<file path="src/rtl/sm_reg_uart_dump.sv">
// Register-file dump over UART: walks registers 0..REG_LAST, sending each as 8 upper-case hex digits + CR LF.
// Each register takes 1 addr + 1 capture + 100*BAUD_DIV send + 1 next cycles; start is ignored while busy.
module sm_reg_uart_dump #(
    parameter int unsigned BAUD_DIV = 868,
    parameter logic [4:0]  REG_LAST = 5'd31
) (
    input  logic        clk,
    input  logic        rst_n,
    input  logic        start,
    output logic [4:0]  regAddr,
    input  logic [31:0] regData,
    output logic        tx,
    output logic        busy,
    output logic        done
);

    localparam int CW = (BAUD_DIV > 1) ? $clog2(BAUD_DIV) : 1;
    localparam logic [CW-1:0] BAUD_MAX = CW'(BAUD_DIV - 1);

    localparam logic [2:0] S_IDLE    = 3'd0;
    localparam logic [2:0] S_ADDR    = 3'd1;
    localparam logic [2:0] S_CAPTURE = 3'd2;
    localparam logic [2:0] S_SEND    = 3'd3;
    localparam logic [2:0] S_NEXT    = 3'd4;

    logic [2:0]    state_q, state_d;
    logic [4:0]    reg_addr_q, reg_addr_d;
    logic [31:0]   cap_q, cap_d;
    logic [3:0]    byte_q, byte_d;
    logic [3:0]    bit_q, bit_d;
    logic [CW-1:0] baud_q, baud_d;
    logic          tx_q, tx_d;
    logic          busy_q, busy_d;
    logic          done_q, done_d;
    logic [9:0]    frame;

    function automatic logic [7:0] hex_ascii(input logic [3:0] n);
        return (n < 4'd10) ? (8'h30 + {4'h0, n}) : (8'h37 + {4'h0, n});
    endfunction

    function automatic logic [7:0] frame_byte(input logic [31:0] w, input logic [3:0] idx);
        logic [7:0] b;
        case (idx)
            4'd0:    b = hex_ascii(w[31:28]);
            4'd1:    b = hex_ascii(w[27:24]);
            4'd2:    b = hex_ascii(w[23:20]);
            4'd3:    b = hex_ascii(w[19:16]);
            4'd4:    b = hex_ascii(w[15:12]);
            4'd5:    b = hex_ascii(w[11:8]);
            4'd6:    b = hex_ascii(w[7:4]);
            4'd7:    b = hex_ascii(w[3:0]);
            4'd8:    b = 8'h0D;
            default: b = 8'h0A;
        endcase
        return b;
    endfunction

    always_comb begin
        state_d    = state_q;
        reg_addr_d = reg_addr_q;
        cap_d      = cap_q;
        byte_d     = byte_q;
        bit_d      = bit_q;
        baud_d     = baud_q;
        case (state_q)
            S_IDLE: begin
                if (start) begin
                    state_d    = S_ADDR;
                    reg_addr_d = 5'd0;
                end
            end
            S_ADDR: state_d = S_CAPTURE;
            S_CAPTURE: begin
                cap_d   = regData;
                byte_d  = 4'd0;
                bit_d   = 4'd0;
                baud_d  = '0;
                state_d = S_SEND;
            end
            S_SEND: begin
                // Byte boundaries roll straight into the next start bit: no idle gap in a register frame.
                if (baud_q == BAUD_MAX) begin
                    baud_d = '0;
                    if (bit_q == 4'd9) begin
                        bit_d = 4'd0;
                        if (byte_q == 4'd9) begin
                            byte_d  = 4'd0;
                            state_d = S_NEXT;
                        end else begin
                            byte_d = byte_q + 4'd1;
                        end
                    end else begin
                        bit_d = bit_q + 4'd1;
                    end
                end else begin
                    baud_d = baud_q + CW'(1);
                end
            end
            S_NEXT: begin
                if (reg_addr_q == REG_LAST) begin
                    state_d = S_IDLE;
                end else begin
                    reg_addr_d = reg_addr_q + 5'd1;
                    state_d    = S_ADDR;
                end
            end
            default: state_d = S_IDLE;
        endcase
    end

    // Outputs are computed from next-state values so the registered copies line up with the FSM state.
    always_comb begin
        frame  = {1'b1, frame_byte(cap_d, byte_d), 1'b0};
        tx_d   = (state_d == S_SEND) ? frame[bit_d] : 1'b1;
        busy_d = (state_d != S_IDLE);
        done_d = (state_d == S_NEXT) && (reg_addr_d == REG_LAST);
    end

    always_ff @(posedge clk or negedge rst_n) begin
        if (!rst_n) begin
            state_q    <= S_IDLE;
            reg_addr_q <= 5'd0;
            cap_q      <= 32'h0;
            byte_q     <= 4'd0;
            bit_q      <= 4'd0;
            baud_q     <= '0;
            tx_q       <= 1'b1;
            busy_q     <= 1'b0;
            done_q     <= 1'b0;
        end else begin
            state_q    <= state_d;
            reg_addr_q <= reg_addr_d;
            cap_q      <= cap_d;
            byte_q     <= byte_d;
            bit_q      <= bit_d;
            baud_q     <= baud_d;
            tx_q       <= tx_d;
            busy_q     <= busy_d;
            done_q     <= done_d;
        end
    end

    assign regAddr = reg_addr_q;
    assign tx      = tx_q;
    assign busy    = busy_q;
    assign done    = done_q;

endmodule

</file>
<file path="config.mk">
export PLATFORM = sky130hd
export DESIGN_NAME = sm_reg_uart_dump
export DESIGN_NICKNAME = d
export VERILOG_FILES = /design/src/rtl/sm_reg_uart_dump.sv
export SDC_FILE = /design/constraint.sdc
export NUM_CORES = 1
export LEC_CHECK = 0
export ABC_AREA = 1
export CORE_MARGIN = 4
export CORE_UTILIZATION = 58
export CTS_CLUSTER_SIZE = 28
export DETAILED_ROUTE_END_ITERATION = 12
export PLACE_DENSITY = 0.82
export SLEW_MARGIN = 10
export SYNTH_ARGS = -nofsm -noshare
export SYNTH_HDL_FRONTEND = slang
export SYNTH_SLANG_ARGS = --single-unit
export TNS_END_PERCENT = 1
</file>
<file path="constraint.sdc">
create_clock -name clk -period 3.1 [get_ports clk]
set_clock_uncertainty 0.2 [all_clocks]
set_input_delay 0.31 -clock clk [delete_from_list [all_inputs] [get_ports clk]]
set_output_delay 0.31 -clock clk [all_outputs]
set_load 0.02 [all_outputs]
</file>
==> metrics.txt, run 1 <==
# TYPE chip_impl_metric gauge
chip_impl_metric{name="synth.net_count",unit=""} 670
chip_impl_metric{name="drt-wirelength-per-cell",unit="um"} 13.4
chip_impl_metric{name="final.period_utilization",unit=""} 0.890
chip_impl_metric{name="antenna_cells_inserted",unit=""} 0
chip_impl_metric{name="synth.ff_latch_count",unit=""} 61
chip_impl_metric{name="worstMarginPinSlew",unit="ns"} 0.545
chip_impl_info{name="r2r_start",value="state_q[2]"} 1
chip_impl_metric{name="async_reset_ff_frac",unit=""} 1.00
chip_impl_metric{name="post_synth_num_cell_types",unit=""} 40
chip_impl_metric{name="place.detailed.hpwl",unit="um"} 8050
chip_impl_metric{name="arrival",unit="ns"} 2.83
chip_impl_metric{name="route.vias.total",unit=""} 4149
chip_impl_metric{name="first_global_vias",unit=""} 4157
chip_impl_metric{name="worst-endpoint-required",unit="ns"} 3.17
chip_impl_metric{name="global_route.overflow_total",unit=""} 0
chip_impl_metric{name="portBuffers",unit=""} 42
chip_impl_info{name="unrepaired_setup_endpoints_after_global_routing",value="false"} 1
chip_impl_metric{name="dieArea",unit="mm2"} 0.00895
chip_impl_metric{name="report.final.hold_viol_count",unit=""} 0
chip_impl_metric{name="initial_utilization",unit=""} 0.600
chip_impl_metric{name="pin_count_of_the_biggest_net_entering_global_routing",unit=""} 42
chip_impl_metric{name="max-vdd-ir-drop",unit="mV"} 0.264
chip_impl_metric{name="cts-buffers-inserted",unit=""} 9
chip_impl_metric{name="wl",unit="um"} 10500
chip_impl_metric{name="achievable_clock_frequency",unit="MHz"} 362
chip_impl_metric{name="route.detailed.vias_per_inst",unit=""} 5.31
chip_impl_metric{name="first_iteration_detailed_routing_drc_count",unit=""} 188
chip_impl_info{name="tritoncts",value="yes"} 1
chip_impl_info{name="yosysMostFrequentCell",value="nand2_1"} 1
chip_impl_metric{name="setup_total_negative_slack",unit="ns"} 0
chip_impl_info{name="post-synth-top-area-cell",value="dfrtp_1"} 1
chip_impl_metric{name="die_width",unit="um"} 94.6
chip_impl_metric{name="reg2reg_setup_slack",unit="ns"} 0.34
chip_impl_metric{name="area_delta_synth_final",unit="%"} 18.2
chip_impl_metric{name="postSynthAreaPerCell",unit="um2"} 6.98
chip_impl_metric{name="synth.yosys.warnings",unit=""} 0
chip_impl_metric{name="layout-drive-gt1-share",unit=""} 0.145
chip_impl_metric{name="core-area",unit="mm2"} 0.00725
chip_impl_metric{name="setup_violation_total_in_the_final_timing_report",unit=""} 0
chip_impl_metric{name="clock_slew_at_reported_path_ffs",unit="ns"} 0.08
chip_impl_metric{name="synth-edff-count",unit=""} 0
chip_impl_info{name="timing.critical_path.to_type",value="register"} 1
chip_impl_metric{name="h-tree-depth",unit=""} 3
chip_impl_metric{name="global_route_wire_length_before_repair",unit="um"} 18200
chip_impl_info{name="synth_flop_cell",value="dfrtp_1"} 1
chip_impl_metric{name="synth_top_area_share",unit=""} 0.345
chip_impl_info{name="run_status",value="complete, no violations"} 1
chip_impl_metric{name="num_rows",unit=""} 31
chip_impl_metric{name="synth.yosys.seq_area_share",unit=""} 0.351
chip_impl_metric{name="rr_worst_depth",unit=""} 22
chip_impl_metric{name="clock-sinks",unit=""} 61
chip_impl_metric{name="nets",unit=""} 725
chip_impl_metric{name="firstDrtPassIters",unit=""} 4
chip_impl_metric{name="antenna_violating_nets_post_route",unit=""} 0
chip_impl_metric{name="gp_congestion",unit=""} 0.956
chip_impl_metric{name="synthCells",unit=""} 623
chip_impl_metric{name="total_power",unit="uW"} 1770
chip_impl_metric{name="max-cap-violations",unit=""} 0
chip_impl_info{name="ys_top_cells_by_count",value="nand2_1, inv_1, nand3_1, dfrtp_1, nor2_1"} 1
chip_impl_metric{name="clk_latency",unit="ns"} 0.34
chip_impl_info{name="cts_root_buf",value="clkbuf_8"} 1
chip_impl_metric{name="io_pins",unit=""} 43
chip_impl_metric{name="power_per_unit_of_standard_cell_area",unit="mW/mm2"} 344
chip_impl_info{name="worstSetupStartpointType",value="register"} 1
chip_impl_metric{name="clockBufferDepth",unit=""} 2
chip_impl_metric{name="drc_errors",unit=""} 0
chip_impl_info{name="netlist_top_cells_area",value="dfrtp_1, nand2_1, nand3_1"} 1
chip_impl_metric{name="path_max_fanout",unit=""} 8
chip_impl_metric{name="die_h",unit="um"} 94.6
chip_impl_info{name="critPathKind",value="reg2reg"} 1
chip_impl_metric{name="period_needed",unit="ns"} 2.76
chip_impl_metric{name="grt.total_usage",unit=""} 0.253
chip_impl_metric{name="antenna_found_initial",unit=""} 0
chip_impl_info{name="worst_min_delay_path_class",value="in2async"} 1
chip_impl_metric{name="timing.slew.headroom",unit=""} 0.633
chip_impl_metric{name="maxSlewViolCount",unit=""} 0
chip_impl_info{name="r2r_end",value="tx"} 1
chip_impl_metric{name="total_leakage_power",unit="uW"} 0.00265
chip_impl_metric{name="synthesis.area",unit="mm2"} 0.00435
-- per-layer routing --
layer,wire length [um],vias up,global-route usage,share of wire
li1,-,2103,-,-
met1,4310,1931,0.298,0.41
met2,5550,96,0.464,0.53
met3,407,19,0.0351,0.039
met4,191,0,0.0974,0.018
met5,0,-,0,0
-- where the power goes --
part / internal, uW / leakage [uW] / switching [uW] / total, uW
Sequential: 816 / 0.000718 / 5.47 / 821
Combinational: 88.7 / 0.00183 / 115 / 204
Clock: 382 / 0.000101 / 359 / 742
-- sequential cells by signal (all words and copies together), names as in the netlist --
signal and count:
done 1, busy 1, cap_q 32, baud_q 10, byte_q 4, state_q 3, tx 1, regAddr 5
bit_q 4
-- critical path, cell delays in order (launching register included) --
cell     delay (ns)
dfrtp_2        0.42
inv_2          0.07
nand2_4        0.12
nor2_4         0.07
buf_4          0.17
or2_1          0.20
o21ai_1        0.17
ha_1           0.24
inv_1          0.06
o21ai_0        0.15
nand2_1        0.07
nand3_1        0.09
o21ai_1        0.07
nor2_1         0.12
nand2_1        0.07
nand2_1        0.06
nand2_1        0.05
inv_1          0.04
nand2_1        0.04
nand2_1        0.05
nand2_1        0.05
nand2_1        0.05
nand2_1        0.04
-- placed cells by master (no fill, tap or decap), types with 9 or more instances in the layout --
master           Yosys  routed
buf_4                5      14
clkbuf_8             0       9
clkdlybuf4s50_1      0      41
dfrtp_1             60      59
ha_1                12      12
inv_1               82      82
inv_2               24      24
nand2_1            153     152
nand3_1             70      70
nand4_1             10      10
nor2_1              52      52
o21ai_0             28      28
o21ai_1             23      21
o21ai_2             14      16
xor2_1              12      12
-- stage by stage --
stage	utilization	instance area, um2	setup slack [ns]	hold WS, ns	instances
after floorplan	-	4350	0.712	-0.186	623
after global placement	0.671	4870	0.304	0.0752	759
after detailed placement	0.671	4870	0.278	0.0825	759
after CTS	0.701	5080	0.251	0.244	776
after global routing	0.709	5140	0.0130	0.279	782
final	0.709	5140	0.341	0.243	782
-- layout make-up --
class	instances	area, um2
inverter	106	398
multi-input combinational	440	2300
timing repair buffer	60	582
clock buffer	9	124
sequential	61	1530
clock inverter	7	81.3
tap	99	124
fill	609	2110
-- cell families (layout without fill, tap and decap cells) --
group | count (synthesis) | after routing | synth area share
buffers and inverters | 122 | 182 | 0.121
DFF | 61 | 61 | 0.351
adders and majority gates | 12 | 12 | 0.0345
AOI/OAI and AO/OA | 86 | 86 | 0.119
xor gates and xnor gates | 13 | 13 | 0.0262
and+or+nand+nor | 329 | 329 | 0.348
-- repair_timing --
item | in CTS | in global routing
setup endpoints to repair | 0 | 1
hold buffers | 1 | 0
endpoints found under the hold margin | 20 | 0
setup buffers | 0 | 6
resized for setup | 0 | 5
-- worst max path at each step --
stage / start / cells past startpoint / slack [ns] / endpoint
floorplan: state_q[2] / 23 / 0.71 / tx
global placement: state_q[2] / 23 / 0.30 / tx
detailed placement: state_q[2] / 23 / 0.28 / tx
CTS: state_q[2] / 23 / 0.25 / tx
global route: state_q[2] / 22 / 0.01 / tx
finish: state_q[2] / 22 / 0.34 / tx
(Power assumes the default switching activity.)
==> run 2: changes to the inputs <==
TNS_END_PERCENT = 20   (was 1)
==> results of run 2 <==
No change in the layout: final DEF, timing and power equal those of run 1.
==> run 3: changes to the inputs <==
CORE_MARGIN = 5   (was 4)
CORE_UTILIZATION = 60   (was 58)
PLACE_DENSITY = 0.84   (was 0.82)
clock period = 3.2 ns   (was 3.1 ns; I/O delays follow)
==> run 3 against run 2 <==
- fmax down 6.2%
- routed wire length down 1.7%
- core utilization grew 0.087 points
- worst hold slack better by 0.083 ns
- sequential share of layout area is 0.42 points higher
- non-clock buffer count down 6
- final cell count down 0.90%
- power fell by 0.86%
- critical path depth decreased by 1
==> metrics.txt, run 3 (synthesis gave the netlist of run 1 again) <==
# TYPE chip_impl_metric gauge
chip_impl_info{name="unrepaired_setup_endpoints_after_global_routing",value="false"} 1
chip_impl_metric{name="power.share.combinational",unit=""} 0.113
chip_impl_metric{name="total_leakage_power",unit="uW"} 0.00262
chip_impl_info{name="slowest_stage",value="dfrtp_1"} 1
chip_impl_metric{name="p_clk_frac",unit=""} 0.433
chip_impl_info{name="commonest_non_fill_non_tap_cells_in_the_layout",value="nand2_1, inv_1, nand3_1, dfrtp_1, nor2_1"} 1
chip_impl_metric{name="final.period_utilization",unit=""} 0.919
chip_impl_metric{name="achievable_clock_frequency",unit="MHz"} 340
chip_impl_info{name="hold_path_startpoint",value="cap_q[22]"} 1
chip_impl_metric{name="route.detailed.vias_per_inst",unit=""} 5.27
chip_impl_metric{name="switching_share",unit=""} 0.240
chip_impl_metric{name="first_iteration_detailed_routing_drc_count",unit=""} 196
chip_impl_metric{name="worst-endpoint-required",unit="ns"} 3.29
chip_impl_metric{name="total_switching_power",unit="uW"} 420
chip_impl_metric{name="num_rows",unit=""} 31
chip_impl_metric{name="setup_violation_total_in_the_final_timing_report",unit=""} 0
chip_impl_metric{name="antenna_violating_nets_post_route",unit=""} 0
chip_impl_metric{name="cp_slowest_stage_delay",unit="ns"} 0.43
chip_impl_metric{name="clk_latency",unit="ns"} 0.34
chip_impl_metric{name="h-tree-depth",unit=""} 3
chip_impl_metric{name="number_of_flip_flops_under_the_largest_register_name",unit=""} 32
chip_impl_metric{name="die_h",unit="um"} 95.1
chip_impl_info{name="worstSetupStartpointType",value="register"} 1
chip_impl_info{name="r2r_start",value="state_q[1]"} 1
chip_impl_metric{name="maxSlewViolCount",unit=""} 0
chip_impl_metric{name="antenna_cells_inserted",unit=""} 0
chip_impl_metric{name="cts-buffers-inserted",unit=""} 9
chip_impl_metric{name="final.setup.worst_slack",unit="ns"} 0.260
chip_impl_metric{name="timing.slew.headroom",unit=""} 0.361
chip_impl_metric{name="wl",unit="um"} 10300
chip_impl_metric{name="area_delta_synth_final",unit="%"} 16.5
chip_impl_metric{name="nets",unit=""} 719
chip_impl_metric{name="cts_resized",unit=""} 0
chip_impl_metric{name="dpl_worst_slack",unit="ns"} 0.351
chip_impl_info{name="worst_min_delay_path_class",value="reg2reg"} 1
chip_impl_metric{name="grt.total_usage",unit=""} 0.241
chip_impl_metric{name="arrival",unit="ns"} 3.03
chip_impl_metric{name="max-vdd-ir-drop",unit="mV"} 0.289
chip_impl_metric{name="clock-sinks",unit=""} 61
chip_impl_metric{name="setup_total_negative_slack",unit="ns"} 0
chip_impl_metric{name="fillerInstances",unit=""} 612
chip_impl_metric{name="antenna_found_initial",unit=""} 0
chip_impl_metric{name="seqPwrFrac",unit=""} 0.454
chip_impl_metric{name="first_global_vias",unit=""} 3953
chip_impl_metric{name="io_pins",unit=""} 43
chip_impl_info{name="final_common_cell",value="nand2_1"} 1
chip_impl_info{name="tritoncts",value="yes"} 1
chip_impl_metric{name="worstMarginPinSlew",unit="ns"} 0.958
chip_impl_metric{name="die_width",unit="um"} 95.1
chip_impl_info{name="worstSetupStartpoint",value="state_q[1]"} 1
chip_impl_metric{name="cts_setup_buffers",unit=""} 0
chip_impl_metric{name="internal_power",unit="uW"} 1330
chip_impl_metric{name="dieArea",unit="mm2"} 0.00905
chip_impl_metric{name="drc_errors",unit=""} 0
chip_impl_metric{name="path_max_fanout",unit=""} 41
chip_impl_metric{name="portBuffers",unit=""} 42
chip_impl_info{name="run_status",value="complete, no violations"} 1
chip_impl_info{name="crit_path_cell_trace",value="inv_2 -> nor2_4 -> nand2_4 -> o21ai_1 -> ha_1 -> inv_1 -> nor2_1 -> nand3_1 -> nand2_1 -> nand3_1 -> nand2_1 -> nor2_1 -> nand2_1 -> nand2_1 -> nand2_1 -> inv_1 -> nand2_1 -> nand2_1 -> nand2_1 -> nand2_1 -> nand2_1"} 1
chip_impl_metric{name="clock_slew_at_reported_path_ffs",unit="ns"} 0.07
chip_impl_metric{name="global_route.overflow_total",unit=""} 0
chip_impl_metric{name="gp_congestion",unit=""} 0.930
chip_impl_metric{name="report.final.hold_viol_count",unit=""} 0
chip_impl_info{name="cts_root_buf",value="clkbuf_8"} 1
chip_impl_metric{name="route.vias.total",unit=""} 4086
chip_impl_metric{name="drt-wirelength-per-cell",unit="um"} 13.3
chip_impl_metric{name="power_per_unit_of_standard_cell_area",unit="mW/mm2"} 346
chip_impl_metric{name="initial_utilization",unit=""} 0.609
chip_impl_info{name="regMostFlops",value="cap_q"} 1
chip_impl_info{name="timing.critical_path.to_type",value="register"} 1
chip_impl_metric{name="firstDrtPassIters",unit=""} 4
chip_impl_metric{name="period_needed",unit="ns"} 2.94
chip_impl_metric{name="place.detailed.hpwl",unit="um"} 7840
chip_impl_info{name="critPathMostFrequentCell",value="nand2_1"} 1
chip_impl_metric{name="core-area",unit="mm2"} 0.00714
chip_impl_metric{name="max-cap-violations",unit=""} 0
chip_impl_metric{name="pin_count_of_the_biggest_net_entering_global_routing",unit=""} 45
chip_impl_metric{name="layout-drive-gt1-share",unit=""} 0.129
chip_impl_metric{name="clockBufferDepth",unit=""} 2
chip_impl_info{name="critPathKind",value="reg2reg"} 1
chip_impl_metric{name="global_route_wire_length_before_repair",unit="um"} 17100
[run 3: changes by cell type in the layout (fill, tap and decap cells not counted), moves of 2 or more]
cell	delta
buf_12	-2
buf_4	-3
clkinv_4	-2
inv_6	-3
o21ai_1	+2
o21ai_2	-2
[run 3: metrics by stage]
stage / instance area, um2 / power [uW] / cells / hold slack, ns / util
floorplan: 4350 / 919 / 623 / -0.176 / -
global placement: 4840 / 1000 / 759 / 0.306 / 0.678
detailed placement: 4840 / 1010 / 759 / 0.311 / 0.678
CTS: 5070 / 1770 / 775 / 0.330 / 0.710
global route: 5070 / 1820 / 775 / 0.346 / 0.710
finish: 5070 / 1750 / 775 / 0.325 / 0.710
[run 3: path summary, 6_finish.rpt]
path                              end  slack, ns  cells past startpoint
max in group asynchronous          tx       1.55                      3
min reg2reg                 cap_q[22]       0.33                      2
min in group asynchronous  regAddr[2]       0.46                      2
max                                tx       0.26                     21
min                         cap_q[22]       0.33                      2
max reg2reg                        tx       0.26                     21
[run 3: what timing repair did]
| item | CTS | global route |
|---|---|---|
| hold buffers | 1 | 0 |
| setup endpoints to repair | 0 | 0 |
| endpoints found under the hold margin | 42 | 0 |
[run 3: critical path: cells and delay by family (launching register included)]
| kind | cells | cell delay [ns] |
|---|---|---|
| simple gates | 16 | 1.43 |
| compound gates | 1 | 0.42 |
| flops | 1 | 0.43 |
| buf+inv | 3 | 0.18 |
| fa+ha+maj | 1 | 0.24 |
[run 3: final cells by class]
cell class	instances	area [um2]	share of cell area
clock buffers	11	141	0.0279
clock inverters	4	72.6	0.0143
inverters	106	398	0.0785
multi-input cells	440	2290	0.453
flip-flops and latches	61	1530	0.302
well taps	99	124	0.0245
repair buffers	54	508	0.100
[run 3: per-layer routing]
metal	share of wire	global-route usage	wire length (um)
met1	0.42	0.278	4370
met2	0.51	0.432	5270
met3	0.034	0.0387	348
met4	0.030	0.114	306
met5	0	0	0
[run 3: power by group through the flow]
stage | logic (uW) | clock network, uW | registers (uW)
after global routing | 223 | 803 | 797
after detailed placement | 195 | 0 | 811
after CTS | 199 | 771 | 796
final | 198 | 758 | 796
after global placement | 190 | 0 | 810
after floorplan | 109 | 0 | 809
